## src/rtl/dsp_result_drain.sv

```systemverilog
// dsp_result_drain: consumes the resulta output of dsp_slice. A valid-bit delay line marks
// the cycles that carry real results. Each marked result is rounded, shifted and saturated,
// then pushed into a show-ahead FIFO that is drained through a valid/ready handshake.
//
// Ports:
//   clk, clr_n   clock, async active-low reset
//   flush        synchronous clear of delay line, FIFO and status
//   issue_valid  operands entered the slice this cycle
//   issue_ready  advisory credit: level + inflight < DEPTH
//   result_in    raw slice result (signed, IN_W)
//   out_data     FIFO head (signed, OUT_W), zero while empty
//   out_sat      head entry was saturated
//   out_valid    FIFO non-empty
//   out_ready    consumer accepts head
//   overflow     sticky: a valid result was dropped
//   drop_count   dropped results, saturating
//   level        FIFO occupancy
module dsp_result_drain #(
  parameter int unsigned IN_W    = 37,
  parameter int unsigned OUT_W   = 18,
  parameter int unsigned SHIFT   = 18,
  parameter int unsigned LATENCY = 4,
  parameter int unsigned DEPTH   = 8,
  parameter int unsigned CNT_W   = 8
) (
  input  logic                       clk,
  input  logic                       clr_n,
  input  logic                       flush,
  input  logic                       issue_valid,
  output logic                       issue_ready,
  input  logic [IN_W-1:0]            result_in,
  output logic [OUT_W-1:0]           out_data,
  output logic                       out_sat,
  output logic                       out_valid,
  input  logic                       out_ready,
  output logic                       overflow,
  output logic [CNT_W-1:0]           drop_count,
  output logic [$clog2(DEPTH):0]     level
);

  localparam int unsigned AW  = $clog2(DEPTH);
  localparam int unsigned LW  = AW + 1;
  localparam int unsigned IFW = $clog2(LATENCY + 1);
  localparam int unsigned RndSh = (SHIFT > 0) ? SHIFT - 1 : 0;

  // Rounding constant 2^(SHIFT-1), or zero when no shift is applied.
  localparam logic signed [IN_W:0] RndK =
    (SHIFT > 0) ? ({{IN_W{1'b0}}, 1'b1} << RndSh) : '0;
  // OUT_W signed limits, sign-extended to the internal IN_W+1 width.
  localparam logic signed [IN_W:0] SatMax = {{(IN_W + 2 - OUT_W){1'b0}}, {(OUT_W - 1){1'b1}}};
  localparam logic signed [IN_W:0] SatMin = {{(IN_W + 2 - OUT_W){1'b1}}, {(OUT_W - 1){1'b0}}};

  // ---------------------------------------------------------------------------
  // Valid delay line and in-flight counter
  // ---------------------------------------------------------------------------
  logic [LATENCY-1:0] dl_q, dl_d;
  logic [IFW-1:0]     inflight_q, inflight_d;
  logic               capture;

  assign capture = dl_q[LATENCY-1];

  always_comb begin
    dl_d       = LATENCY'({dl_q, issue_valid});
    inflight_d = inflight_q + IFW'(issue_valid) - IFW'(capture);
    if (flush) begin
      dl_d       = '0;
      inflight_d = '0;
    end
  end

  // ---------------------------------------------------------------------------
  // Round, shift, saturate
  // ---------------------------------------------------------------------------
  logic signed [IN_W:0] ext, sum, shr;
  logic                 sat_hi, sat_lo;
  logic [OUT_W-1:0]     res_data;
  logic                 res_sat;

  always_comb begin
    ext    = {result_in[IN_W-1], result_in};
    // One extra bit of headroom, so adding the rounding constant cannot wrap.
    sum    = ext + RndK;
    shr    = sum >>> SHIFT;
    sat_hi = shr > SatMax;
    sat_lo = shr < SatMin;
    res_sat = sat_hi | sat_lo;
    if (sat_hi) begin
      res_data = SatMax[OUT_W-1:0];
    end else if (sat_lo) begin
      res_data = SatMin[OUT_W-1:0];
    end else begin
      res_data = shr[OUT_W-1:0];
    end
  end

  // ---------------------------------------------------------------------------
  // Show-ahead FIFO
  // ---------------------------------------------------------------------------
  logic [OUT_W:0]    mem_q [DEPTH];
  logic [AW-1:0]     wptr_q, wptr_d, rptr_q, rptr_d;
  logic [LW-1:0]     level_q, level_d;
  logic              overflow_q, overflow_d;
  logic [CNT_W-1:0]  drop_q, drop_d;
  logic              full, pop, push, drop;

  assign full = (level_q == LW'(DEPTH));
  assign pop  = out_valid & out_ready & ~flush;
  // A pop in the same cycle frees the slot a full FIFO needs for the new entry.
  assign push = capture & ~flush & (~full | pop);
  assign drop = capture & ~flush & full & ~pop;

  always_comb begin
    wptr_d     = wptr_q;
    rptr_d     = rptr_q;
    level_d    = level_q;
    overflow_d = overflow_q;
    drop_d     = drop_q;
    if (flush) begin
      wptr_d     = '0;
      rptr_d     = '0;
      level_d    = '0;
      overflow_d = 1'b0;
      drop_d     = '0;
    end else begin
      if (push) wptr_d = wptr_q + AW'(1);
      if (pop)  rptr_d = rptr_q + AW'(1);
      if (push && !pop) level_d = level_q + LW'(1);
      if (pop && !push) level_d = level_q - LW'(1);
      if (drop) begin
        overflow_d = 1'b1;
        if (drop_q != '1) drop_d = drop_q + CNT_W'(1);
      end
    end
  end

  always_ff @(posedge clk or negedge clr_n) begin
    if (!clr_n) begin
      dl_q       <= '0;
      inflight_q <= '0;
      wptr_q     <= '0;
      rptr_q     <= '0;
      level_q    <= '0;
      overflow_q <= 1'b0;
      drop_q     <= '0;
    end else begin
      dl_q       <= dl_d;
      inflight_q <= inflight_d;
      wptr_q     <= wptr_d;
      rptr_q     <= rptr_d;
      level_q    <= level_d;
      overflow_q <= overflow_d;
      drop_q     <= drop_d;
    end
  end

  // Storage needs no reset: reads are masked while the FIFO is empty.
  always_ff @(posedge clk) begin
    if (push) mem_q[wptr_q] <= {res_sat, res_data};
  end

  // ---------------------------------------------------------------------------
  // Outputs
  // ---------------------------------------------------------------------------
  logic [OUT_W:0] head;

  assign head        = mem_q[rptr_q];
  assign out_valid   = (level_q != '0);
  assign out_data    = out_valid ? head[OUT_W-1:0] : '0;
  assign out_sat     = out_valid & head[OUT_W];
  assign level       = level_q;
  assign overflow    = overflow_q;
  assign drop_count  = drop_q;
  assign issue_ready = (32'(level_q) + 32'(inflight_q)) < DEPTH;

endmodule
```

## config.mk

```make
export PLATFORM = sky130hd
export DESIGN_NAME = dsp_result_drain
export DESIGN_NICKNAME = d
export VERILOG_FILES = /design/src/rtl/dsp_result_drain.sv
export SDC_FILE = /design/constraint.sdc
export NUM_CORES = 1
export LEC_CHECK = 0
export ABC_AREA = 1
export CORE_MARGIN = 1
export CORE_UTILIZATION = 32
export DETAILED_ROUTE_END_ITERATION = 6
export PLACE_DENSITY_LB_ADDON = 0.1
export SLEW_MARGIN = 40
export SYNTH_ARGS = -nofsm -noshare
export SYNTH_HDL_FRONTEND = slang
export SYNTH_SLANG_ARGS = --single-unit
```

## constraint.sdc

```tcl
create_clock -name clk -period 4.1 [get_ports clk]
set_input_delay 0.41 -clock clk [delete_from_list [all_inputs] [get_ports clk]]
set_output_delay 0.41 -clock clk [all_outputs]
set_load 0.1 [all_outputs]
```

==> impl_metrics.json <==
{
  "cts_buffers": 17,
  "power_density_nw_per_um2": 402.0,
  "clk_pin_slew_ns": 0.07,
  "synth_mux_area_frac": 0,
  "synth_top_family_by_area": "simple AND/OR/NAND/NOR gates",
  "syn_nets": 815,
  "synth_compound_area_frac": 0.1099,
  "die_y_um": 160.7,
  "pwr-share-clk": 0.413,
  "critPathKind": "reg -> out",
  "layout_common_cells": "edfxtp_1, nor2_1, o21ai_0, nand2_1, inv_1",
  "clock_latency_ns": 0.43,
  "r2r-end": "level[3]$_DFFE_PN0P_",
  "grt_pass1_vias": 5675,
  "die_w_um": 160.7,
  "drtIter0Drc": 400,
  "layout_commonest_cell": "edfxtp_1",
  "finalSetupTns_ns": 0,
  "portBuffers": 58,
  "ys_warn_count": 0,
  "postCtsHoldBufs": 0,
  "vias_per_cell": 4.877,
  "synth.distinct_cells": 34,
  "tightest_slew_ns": 0.6474,
  "whs_ns": 0.3594,
  "core_um2": 24530,
  "dr.pass1.iters": 5,
  "syn-instance-count": 761,
  "worstSetupStartpointType": "flip-flop",
  "final.min_clock_period_ns": 3.036,
  "p_int_w": 0.002880,
  "seqPwrFrac": 0.522,
  "cts_tree": "done",
  "post_cts_resized": 0,
  "antenna_cells": 0,
  "grtUsageTotal": 0.1572,
  "htree_num_levels": 4,
  "fmax_mhz": 329.4,
  "rr_worst_depth": 15,
  "dp_cells": 1122,
  "worstPathRequired_ns": 3.69,
  "arrival_ns": 2.63,
  "grt_max_degree": 80,
  "final_net_count": 871,
  "leakage_nw": 3.571,
  "cp-startpoint": "rptr_q[1]$_DFFE_PN0P_",
  "status": "finished, final reports clean",
  "drtAntennaViolNets": 0,
  "post_cts_buffers": 0,
  "ir_drop_uv": 256.2,
  "combPwrFrac": 0.065,
  "wirelength_um": 19240,
  "dieArea_um2": 25830,
  "max-slew-margin-rel": 0.5684,
  "drcViolationCount": 0,
  "worst_clock_skew_ns": 0.01345,
  "vias": 5628,
  "synth_xor_area_frac": 0.02065,
  "overflow": 0,
  "final-instance-count-excl-fill": 1154,
  "ys_ff_latch": 178,
  "switching_power_w": 0.0009538,
  "wl_per_cell_um": 16.67,
  "yosysSeqAreaShare": 0.6470,
  "cts-root-buf": "clkbuf_16",
  "boundaryPins": 76,
  "start_util": 0.3285,
  "drive_above_1_share": 0.1494,
  "maxCapViolations": 0,
  "period_share": 0.7405,
  "rows": 57,
  "syn_avg_cell_area_um2": 10.59,
  "yosys.area_share.simple": 0.1572,
  "dpl.hpwl_um": 11600,
  "antenna_found_initial": 0,
  "cts.sinks": 178,
  "setup_viol": 0,
  "syn-cell-area_um2": 8060,
  "hold_viol_final": 0,
  "rsz0062_at_grt": "false",
  "place_congestion": 0.8487,
  "netSwitchingFraction": 0.2488,
  "cts_buffer_depth": 2,
  "end_kind": "primary output",
  "crit_fanout": 28,
  "reg2reg_from": "level[1]$_DFFE_PN0P_",
  "hold_class": "in -> async",
  "drv_slew": 0,
  "syn_to_final_growth_pct": 18.33,
  "synth-adder-area-share": 0.02049,
  "ff2ff_setup_slack_ns": 1.63,
  "grt_pass1_wl_um": 30850
}
metal layers:
| layer | track usage | vias to the layer above | wire length [µm] |
|---|---|---|---|
| met4 | 0.05703 | 0 | 237 |
| li1 | - | 2749 | - |
| met3 | 0.03202 | 14 | 756 |
| met5 | 0 | - | 0 |
| met2 | 0.2570 | 126 | 9282 |
| met1 | 0.2065 | 2739 | 8963 |
flip-flops by register name, indices dropped and copies added, names as in the netlist:
signal      count
overflow        1
rptr_q          3
dl_q            4
drop_count      8
level           4
inflight_q      3
mem_q         152
wptr_q          3
area by class of cell:
type                            count  area (µm²)
Tap cell                          324       405.4
Multi-Input combinational cell    495        2556
Clock buffer                       17       425.4
Fill cell                        2446       15000
Inverter                           50       187.7
Clock inverter                     15       157.7
Sequential cell                   178        5216
Timing Repair Buffer               75       589.3
power groups by stage:
stage	sequential, W	clock [W]	combinational [W]
after CTS	0.00200	0.00162	0.000254
after global placement	0.00204	0	0.000249
after floorplan	0.00207	0	0.000138
final	0.00200	0.00158	0.000250
after detailed placement	0.00204	0	0.000253
after global routing	0.00200	0.00171	0.000279
kinds of logic (layout without fill, tap and decap cells):
logic type	Yosys count	in the layout
AO/OA/AOI/OAI	162	162
XOR/XNOR	19	19
adder cells (fa/ha/maj)	12	12
buffers and inverters	88	157
flip-flops	178	178
AND/OR/NAND/NOR	302	302
worst max-delay path by stage:
stage                                       to  slack, ns  cells past startpoint
after floorplan                   out_data[10]       0.05                      5
after global placement    level[3]$_DFFE_PN0P_       1.01                     14
after detailed placement  level[3]$_DFFE_PN0P_       0.95                     14
after CTS                              out_sat       0.98                      7
after global routing                   out_sat       0.84                      7
final                                  out_sat       1.06                      7
synth_stat cells, drive strengths merged:
cell | n | area [µm²]
nor2 | 149 | 586.8
a21oi | 5 | 28.78
nand2 | 115 | 454.2
xor2 | 13 | 113.9
inv | 50 | 187.7
nor3 | 1 | 5.000
a211oi | 1 | 7.510
ha | 10 | 125.1
nand4 | 7 | 50.05
xnor2 | 6 | 52.55
nand3b | 2 | 15.01
nand3 | 23 | 125.1
o21ai | 115 | 586.8
edfxtp | 152 | 4564
nor4 | 1 | 6.260
a31o | 2 | 17.52
o21bai | 1 | 7.510
fa | 2 | 40.04
o22ai | 19 | 118.9
buf | 16 | 90.09
a31oi | 19 | 118.9
or2 | 4 | 25.02
dfrtp | 26 | 650.6
clkbuf | 22 | 82.58
stage by stage:
step | util | power, W | instance area, µm² | worst slack, ns
5_1_grt | 0.3888 | 0.003986 | 9538 | 0.8435
2_1_floorplan | - | 0.002204 | 8122 | 0.05073
3_5_place_dp | 0.3649 | 0.002294 | 8951 | 0.9483
3_3_place_gp | 0.3679 | 0.002290 | 9026 | 1.006
6_report | 0.3888 | 0.003834 | 9538 | 1.064
4_1_cts | 0.3886 | 0.003877 | 9534 | 0.9822
worst max-delay path: stages (launching register included):
cell and delay [ns]:
dfrtp_1 0.38, inv_1 0.37, buf_4 0.44, o21ai_0 0.15
o22ai_1 0.13, o21ai_0 0.10, a31oi_1 0.27, buf_4 0.35
Note: power is estimated with default switching activity, not from simulation.
